**config.mk**
```make
export PLATFORM = sky130hd
export DESIGN_NAME = uart_rx_param
export DESIGN_NICKNAME = d
export VERILOG_FILES = /design/src/rtl/uart_rx_param.sv
export SDC_FILE = /design/constraint.sdc
export NUM_CORES = 1
export LEC_CHECK = 0
export ABC_CLOCK_PERIOD_IN_PS = 2100
export CORE_MARGIN = 3
export CORE_UTILIZATION = 42
export DETAILED_ROUTE_END_ITERATION = 16
export PLACE_DENSITY = 0.66
export REMOVE_ABC_BUFFERS = 1
export SLEW_MARGIN = 20
export SYNTH_ARGS = -nofsm -noshare
export SYNTH_HDL_FRONTEND = slang
export SYNTH_SLANG_ARGS = --single-unit
```
**constraint.sdc**
```tcl
create_clock -name clk -period 2.1 [get_ports clk]
set_input_delay 0.21 -clock clk [delete_from_list [all_inputs] [get_ports clk]]
set_output_delay 0.21 -clock clk [all_outputs]
set_load 0.02 [all_outputs]
```
**src/rtl/uart_rx_param.sv**
```systemverilog
// uart_rx_param -- oversampling UART receiver with parity and stop-bit checks.
//
// Converts the asynchronous serial line into parallel words. Each bit is
// sampled three times around mid-bit and decided by 2-of-3 majority. A start
// bit that does not hold low at mid-bit is treated as a glitch and ignored.
// Words are offered on a valid/ready handshake together with parity and
// framing status. A word that completes while the previous one is still
// unaccepted is dropped and reported with overrun_err.
//
// Ports:
//   clk         system clock
//   reset       asynchronous, active-high reset
//   TxD         serial line from the remote transmitter (idles high)
//   rx_data     received word, first bit received in bit 0
//   rx_valid    rx_data / parity_err / frame_err are valid
//   rx_ready    consumer accepts the word
//   parity_err  parity mismatch in the held word (0 when PARITY_MODE = 0)
//   frame_err   a stop bit of the held word was sampled low
//   overrun_err one-cycle pulse: a completed frame was dropped
//   busy        receiver is inside a frame
//   break_det   (UART_RX_BREAK_DETECT_EN only) one-cycle pulse when the line
//               returns high after an all-zero frame
//
// Build option: define UART_RX_BREAK_DETECT_EN to enable break detection.
module uart_rx_param #(
  parameter int CLK_FREQ        = 50_000_000,
  parameter int BAUD_RATE       = 115_200,
  parameter int DATA_WIDTH      = 8,
  parameter int OVERSAMPLE_RATE = 16,
  parameter int PARITY_MODE     = 1,
  parameter int STOP_BITS       = 1
) (
  input  logic                  clk,
  input  logic                  reset,
  input  logic                  TxD,
  output logic [DATA_WIDTH-1:0] rx_data,
  output logic                  rx_valid,
  input  logic                  rx_ready,
  output logic                  parity_err,
  output logic                  frame_err,
  output logic                  overrun_err,
  output logic                  busy
`ifdef UART_RX_BREAK_DETECT_EN
  ,
  output logic                  break_det
`endif
);

  localparam int CPT_RAW = CLK_FREQ / (BAUD_RATE * OVERSAMPLE_RATE);
  localparam int CPT     = (CPT_RAW < 1) ? 1 : CPT_RAW;
  localparam int CW      = (CPT > 1) ? $clog2(CPT) : 1;
  localparam int TW      = $clog2(OVERSAMPLE_RATE);
  localparam int H       = OVERSAMPLE_RATE / 2;
  localparam int BW      = $clog2(DATA_WIDTH + 1);

  typedef enum logic [2:0] {S_IDLE, S_START, S_DATA, S_PARITY, S_STOP} state_e;

  state_e                state_q;
  logic                  sync_q, rxs_q, rxs_prev_q;
  logic [CW-1:0]         cycle_cnt_q;
  logic [TW-1:0]         tick_cnt_q;
  logic [BW-1:0]         bit_cnt_q;
  logic [1:0]            samp_q;
  logic [DATA_WIDTH-1:0] shift_q;
  logic                  pbit_q, ferr_q;
  logic [DATA_WIDTH-1:0] rx_data_q;
  logic                  rx_valid_q, parity_err_q, frame_err_q, overrun_q;
`ifdef UART_RX_BREAK_DETECT_EN
  logic                  zero_q, brk_wait_q, break_q;
  logic                  brk_d;
`endif

  logic tick, wrap, eval_pt, maj, last_stop, load_ok;
  logic par_err_d, frame_err_d;

  always_comb begin
    tick        = (cycle_cnt_q == CW'(CPT - 1));
    wrap        = tick && (tick_cnt_q == TW'(OVERSAMPLE_RATE - 1));
    eval_pt     = tick && (tick_cnt_q == TW'(H + 1));
    // third sample is the live synchronised value at the eval tick
    maj         = (samp_q[0] & samp_q[1]) | (samp_q[0] & rxs_q) | (samp_q[1] & rxs_q);
    last_stop   = (bit_cnt_q == BW'(STOP_BITS - 1));
    load_ok     = !rx_valid_q || rx_ready;
    frame_err_d = ferr_q | ~maj;
    par_err_d   = 1'b0;
    if (PARITY_MODE != 0)
      par_err_d = (^shift_q) ^ pbit_q ^ (PARITY_MODE == 2);
`ifdef UART_RX_BREAK_DETECT_EN
    brk_d       = zero_q & ~maj;
`endif
  end

  always_ff @(posedge clk or posedge reset) begin
    if (reset) begin
      state_q      <= S_IDLE;
      sync_q       <= 1'b1;
      rxs_q        <= 1'b1;
      rxs_prev_q   <= 1'b1;
      cycle_cnt_q  <= '0;
      tick_cnt_q   <= '0;
      bit_cnt_q    <= '0;
      samp_q       <= '1;
      shift_q      <= '0;
      pbit_q       <= 1'b0;
      ferr_q       <= 1'b0;
      rx_data_q    <= '0;
      rx_valid_q   <= 1'b0;
      parity_err_q <= 1'b0;
      frame_err_q  <= 1'b0;
      overrun_q    <= 1'b0;
`ifdef UART_RX_BREAK_DETECT_EN
      zero_q       <= 1'b0;
      brk_wait_q   <= 1'b0;
      break_q      <= 1'b0;
`endif
    end else begin
      sync_q     <= TxD;
      rxs_q      <= sync_q;
      rxs_prev_q <= rxs_q;
      overrun_q  <= 1'b0;
`ifdef UART_RX_BREAK_DETECT_EN
      break_q    <= 1'b0;
`endif
      // a completion later in this block overrides this clear
      if (rx_valid_q && rx_ready) rx_valid_q <= 1'b0;

      if (state_q == S_IDLE) begin
        cycle_cnt_q <= '0;
        tick_cnt_q  <= '0;
      end else if (tick) begin
        cycle_cnt_q <= '0;
        tick_cnt_q  <= wrap ? '0 : tick_cnt_q + 1'b1;
      end else begin
        cycle_cnt_q <= cycle_cnt_q + 1'b1;
      end

      if (tick && (tick_cnt_q == TW'(H - 1))) samp_q[0] <= rxs_q;
      if (tick && (tick_cnt_q == TW'(H)))     samp_q[1] <= rxs_q;

      case (state_q)
        S_IDLE: begin
          if (rxs_prev_q && !rxs_q) begin
            state_q   <= S_START;
            bit_cnt_q <= '0;
            ferr_q    <= 1'b0;
`ifdef UART_RX_BREAK_DETECT_EN
            zero_q    <= 1'b1;
`endif
          end
        end
        S_START: begin
          if (eval_pt && maj) state_q <= S_IDLE;
          else if (wrap)      state_q <= S_DATA;
        end
        S_DATA: begin
          if (eval_pt) begin
            shift_q <= {maj, shift_q[DATA_WIDTH-1:1]};
`ifdef UART_RX_BREAK_DETECT_EN
            zero_q  <= zero_q & ~maj;
`endif
          end
          if (wrap) begin
            if (bit_cnt_q == BW'(DATA_WIDTH - 1)) begin
              bit_cnt_q <= '0;
              state_q   <= (PARITY_MODE != 0) ? S_PARITY : S_STOP;
            end else begin
              bit_cnt_q <= bit_cnt_q + 1'b1;
            end
          end
        end
        S_PARITY: begin
          if (eval_pt) begin
            pbit_q <= maj;
`ifdef UART_RX_BREAK_DETECT_EN
            zero_q <= zero_q & ~maj;
`endif
          end
          if (wrap) state_q <= S_STOP;
        end
        S_STOP: begin
`ifdef UART_RX_BREAK_DETECT_EN
          if (brk_wait_q) begin
            if (rxs_q) begin
              brk_wait_q <= 1'b0;
              break_q    <= 1'b1;
              state_q    <= S_IDLE;
            end
          end else
`endif
          if (eval_pt) begin
            if (!last_stop) begin
              ferr_q    <= frame_err_d;
              bit_cnt_q <= bit_cnt_q + 1'b1;
`ifdef UART_RX_BREAK_DETECT_EN
              zero_q    <= zero_q & ~maj;
`endif
            end
`ifdef UART_RX_BREAK_DETECT_EN
            else if (brk_d) begin
              brk_wait_q <= 1'b1;
            end
`endif
            else begin
              // leave half a bit early so a back-to-back start edge is seen
              state_q <= S_IDLE;
              if (load_ok) begin
                rx_data_q    <= shift_q;
                parity_err_q <= par_err_d;
                frame_err_q  <= frame_err_d;
                rx_valid_q   <= 1'b1;
              end else begin
                overrun_q    <= 1'b1;
              end
            end
          end
        end
        default: state_q <= S_IDLE;
      endcase
    end
  end

  assign rx_data     = rx_data_q;
  assign rx_valid    = rx_valid_q;
  assign parity_err  = parity_err_q;
  assign frame_err   = frame_err_q;
  assign overrun_err = overrun_q;
  assign busy        = (state_q != S_IDLE);
`ifdef UART_RX_BREAK_DETECT_EN
  assign break_det   = break_q;
`endif

endmodule

```
==> Word level (Yosys, flattened, before mapping) <==
Index checks and enable logic that the tools add are counted.
{ "totals": {"inputBits": 4, "register_bits": 43, "elab_cells": 102, "romBits": 0, "output_inout_bits": 13, "mem_bits_rw": 0, "latchBits": 0, "n_memories": 0} }
{ "classes": {"magnitude_cmp": 0, "n_eq_ne": 18, "add_sub_neg": 3, "shifts": 0, "mul": 0, "n_reduce_logical": 23, "muxes": 33, "n_div": 0, "bitwise_logic": 8} }
{ "op_table": {"columns": ["operator", "n"], "rows": [
  ["4-bit two-way mux", 8],
  ["3-bit two-way mux", 8],
  ["3-bit one-hot mux with 5 select lines", 1],
  ["4-bit equality test, second input constant", 3],
  ["1-bit two-way mux", 12],
  ["2-bit inequality test, second input constant", 6],
  ["4-bit one-hot mux with 3 select lines", 1],
  ["5-bit two-way mux", 2],
  ["4-bit by 1-bit adder with 4-bit output, second input constant", 2],
  ["4-bit by 3-bit equality test with 1-bit output, second input constant", 2],
  ["4-bit AND reduction", 2],
  ["8-bit parity", 1],
  ["1-bit logical AND", 7],
  ["7-bit AND reduction", 1],
  ["3-bit by 2-bit equality test with 1-bit output, second input constant", 2],
  ["3-bit nonzero test", 2],
  ["5-bit by 1-bit adder with 5-bit output, second input constant", 1],
  ["5-bit equality test, second input constant", 1],
  ["5-bit AND reduction", 1],
  ["4-bit logical NOT", 1],
  ["2-bit AND reduction", 2],
  ["2-bit nonzero test", 2],
  ["1-bit bitwise AND", 3],
  ["3-bit by 1-bit equality test with 1-bit output, second input constant", 1],
  ["other kinds (10)", 13]
]} }

==> Longest topological paths before layout <==
{ "logic_depth": {"word_depth": 8, "depth_mapped": 9, "mapped_depth_nobuf": 7} }

==> Least setup slack after synthesis <==
Ideal clock, no wire load.
{ "synth_timing": {"kind": "register -> register", "from": "reg cycle_cnt_q[0]", "to": "reg frame_err_q, in the netlist frame_err", "arrival_ns": 2.089, "required_time_ns": 1.975, "period_less_slack_ns": 2.214, "n_path_buf": 2, "setup_ns": 0.125, "stages_incl_launch_ff": 10, "setup_slack_ns": -0.114, "path_cell_list": "dfrtp_1 > inv_1 > ha_1 > nand4b_4 > or2_1 > buf_6 > or3_4 > nand2b_4 > buf_6 > mux2_4"} }
{ "synth_between": {"elab_chain_len": 3} }
{ "synth_lines": {"columns": ["item", "line_no", "source"], "rows": [
  ["from (decl)", "60", "logic [CW-1:0] cycle_cnt_q;"],
  ["from (signal assigned)", "134", "cycle_cnt_q <= cycle_cnt_q + 1'b1;"],
  ["5-bit equality test", "77", "tick = (cycle_cnt_q == CW'(CPT - 1));"],
  ["1-bit logical AND", "79", "eval_pt = tick && (tick_cnt_q == TW'(H + 1));"],
  ["4-bit AND reduction (no line)", null, null],
  ["to (signal assigned)", "209", "frame_err_q <= frame_err_d;"],
  ["to (decl)", "67", "logic rx_valid_q, parity_err_q, frame_err_q, overrun_q;"]
]} }
Every way passes these cells.
A chain may end at the register's enable or synchronous reset.

==> Worst setup path in the final report <==
{ "layout_timing": {"from": "reg cycle_cnt_q[0]", "to": "reg rx_data_q[7], in the netlist rx_data[7]"} }
{ "layout_between": {"elab_chain_len": 3} }
{ "layout_lines": {"columns": ["item", "line_no", "source"], "rows": [
  ["5-bit equality test", "77", null],
  ["1-bit logical AND", "79", null],
  ["4-bit AND reduction (no line)", null, null],
  ["to (signal assigned)", "207", "rx_data_q <= shift_q;"],
  ["to (decl)", "66", "logic [DATA_WIDTH-1:0] rx_data_q;"]
]} }
Every way passes these cells.

==> run metrics <==
drt via density 4.90; CP Launch Point cycle_cnt_q[0]; CTS buffer count 5; Synth Register Bits 43; time the worst path needs with I/O delays and setup 1.96 ns; ratio of cells with drive above 1 in the final layout 27.3%; Root Buffer clkbuf_8; fin nets approximately 230; hold path start TxD; worst slew pin tran 0.535 ns; Hold Vio Cnt, Final 0; Avg WL per Cell 12.9 um; sequential cell area fraction in the yosys report 51.3%; first-pass GRT wire length 6470 um; Die Ht 76.9 um; WP data required 2.29 ns; overall global routing resource usage between 10 and 15%; chip width 76.9 um; leakage 1.24 nW; setup TNS 0 ns; post-route DRC violation count 0; CTS tree yes; Yosys warning count 0; Mapped Avg Cell Area approximately 12 um^2; Yosys cell types 40; largest net degree at the start of global routing 44; total vias in the final route about 1,400; top_reg_cell synth dfrtp_1; GPL Wtd Cong 0.770; CTS Sinks 43; period utilisation layout 93.5%; crit start category register; num rows 25; IO buf count 16; post-route ant nets 0; Achievable Freq 509 MHz; CTS clock-pin slew for the worst setup and hold paths 0.08 ns; RR Startpoint cycle_cnt_q[0]; commonest non-fill, non-tap cell in the layout dfrtp_1; Async SR Flop Fraction 100%; crit path DAT around 2.2 ns; DR top layer met4; Pre-antenna DRT Iters 4; dpl hpwl 2530 um; full die area 5910 um^2; RSZ-0062 raised after global routing no; Worst Skew between 0.003 and 0.004 ns; cell area after synthesis 2110 um^2; Peak VDD IR 0.700 mV; Worst slew margin 64.3%; Util after Layout between 50% and 60%; Core Area 4790 um^2; CP Capture Type register; metal3 WL just over 100 um; num ports 17; area growth from synthesis to layout 22.7%; Max Cap Viol 0; GRT overflow 0; Initial Util 44.1%; Pwr Total 1.84 mW; CP Class reg -> reg; endpoints failing setup 0; Hold Path Class in -> reg; detailed router's first-iteration violation count 98; WL met2 around 1600 um; most frequent cells in the layout dfrtp_1, nor2_1, buf_4; vias in the first global route ~1,400; Pwr Density roughly 710 nW/um^2; Final Max Slew Viols 0; Post-Synthesis Cells 178; status complete, no violations; DRT met1 WL 1850 um; initial antenna violation count 0; worst skew pair latency 0.30 ns; # hold bufs at CTS 0; Critical Path Fanout Max 5; WL final 3640 um; number of enable flip-flop cells after synthesis 0; Antenna diodes 0; Clock Path Buffers 2; H-Tree Depth 2
[kinds of logic (layout without fill, tap and decap cells)]
| group | after synthesis | after routing | share of synthesized area [%] |
|---|---|---|---|
| AO/OA/AOI/OAI | 16 | 16 | 4.87 |
| flip-flops | 43 | 43 | 51.3 |
| multiplexers | 22 | 22 | 13.5 |
| adder cells (fa/ha/maj) | 8 | 8 | 4.63 |
| buffers and inverters | 12 | 49 | 2.85 |
| AND/OR/NAND/NOR | 63 | 64 | 17.0 |
| XOR/XNOR | 14 | 14 | 5.82 |
[cell usage after synthesis, drive strengths merged, types with 3 or more instances]
cell    number  area, um^2
dfrtp       38         951
mux2        21         274
nor2        17        63.8
nand2       15        56.3
inv          8        30.0
xnor2        8        70.1
ha           7        87.6
nand3        6        30.0
xor2         6        52.6
dfstp        5         131
o21ai        5        25.0
a21oi        4        20.0
nand2b       3        26.3
nand3b       3        22.5
nor2b        3        18.8
nor3b        3        27.5
[state kept, by name, indices dropped and copies added, names as in the netlist]
| signal | count |
|---|---|
| rx_data | 8 |
| shift_q | 8 |
| cycle_cnt_q | 5 |
| bit_cnt_q | 4 |
| tick_cnt_q | 4 |
| state_q | 3 |
| samp_q | 2 |
| ferr_q | 1 |
| frame_err | 1 |
| overrun_err | 1 |
| parity_err | 1 |
| pbit_q | 1 |
| rx_valid | 1 |
| rxs_prev_q | 1 |
| rxs_q | 1 |
| sync_q | 1 |
[routing by layer]
| layer | vias to the layer above | track usage [%] |
|---|---|---|
| met2 | 16 | 20.7 |
| met4 | 0 | 5.98 |
| met1 | 679 | 19.2 |
| li1 | 685 | - |
| met3 | 8 | 3.52 |
| met5 | - | 0 |
[layout make-up]
class | instances | area, um^2
fill | 412 | 2200
tap | 67 | 83.8
clock inverter | 2 | 35.0
multi-input combinational | 124 | 985
sequential | 43 | 1080
timing repair buffer | 33 | 288
inverter | 8 | 30.0
clock buffer | 6 | 82.6
[report_power, final]
| group | leakage (nW) | total, mW | switching, mW | internal, mW |
|---|---|---|---|---|
| clock network | 0.0612 | 0.664 | 0.279 | 0.385 |
| registers | 0.573 | 0.943 | 0.0597 | 0.883 |
| logic | 0.609 | 0.237 | 0.116 | 0.121 |
| total | 1.24 | 1.84 | 0.455 | 1.39 |
[repair_timing]
item / 4_1_cts / 5_1_grt
setup buffers: 0 / 3
gates resized for setup: 0 / 4
endpoints found under the setup margin: 0 / 11
[critical path, cell delays in order, from the launching register on]
cell and delay (ns):
dfrtp_1 0.39, inv_1 0.06, ha_2 0.20, nand4b_4 0.10, or2_1 0.23, or3_4 0.35
nand2b_4 0.20, mux2_4 0.31
[metrics by stage]
stage	cells	hold WS (ns)	instance area, um^2	worst slack, ns
after floorplan	174	0.214	2080	-0.0175
after global placement	271	0.349	2430	0.0702
after detailed placement	271	0.348	2430	0.0192
after CTS	279	0.309	2540	0.00538
after global routing	283	0.321	2590	0.0320
final	283	0.316	2590	0.136
[path summary, 6_finish.rpt]
path	endpoint	slack (ns)	depth (start not counted)
setup / recovery	rx_data[7]	0.14	7
hold / removal	sync_q	0.32	1
setup reg to reg	rx_data[7]	0.14	7
hold reg to reg	rxs_q	0.36	0
min in group asynchronous	cycle_cnt_q[4]	0.34	3
max in group asynchronous	rxs_q	1.38	3
(Power assumes the default switching activity.)
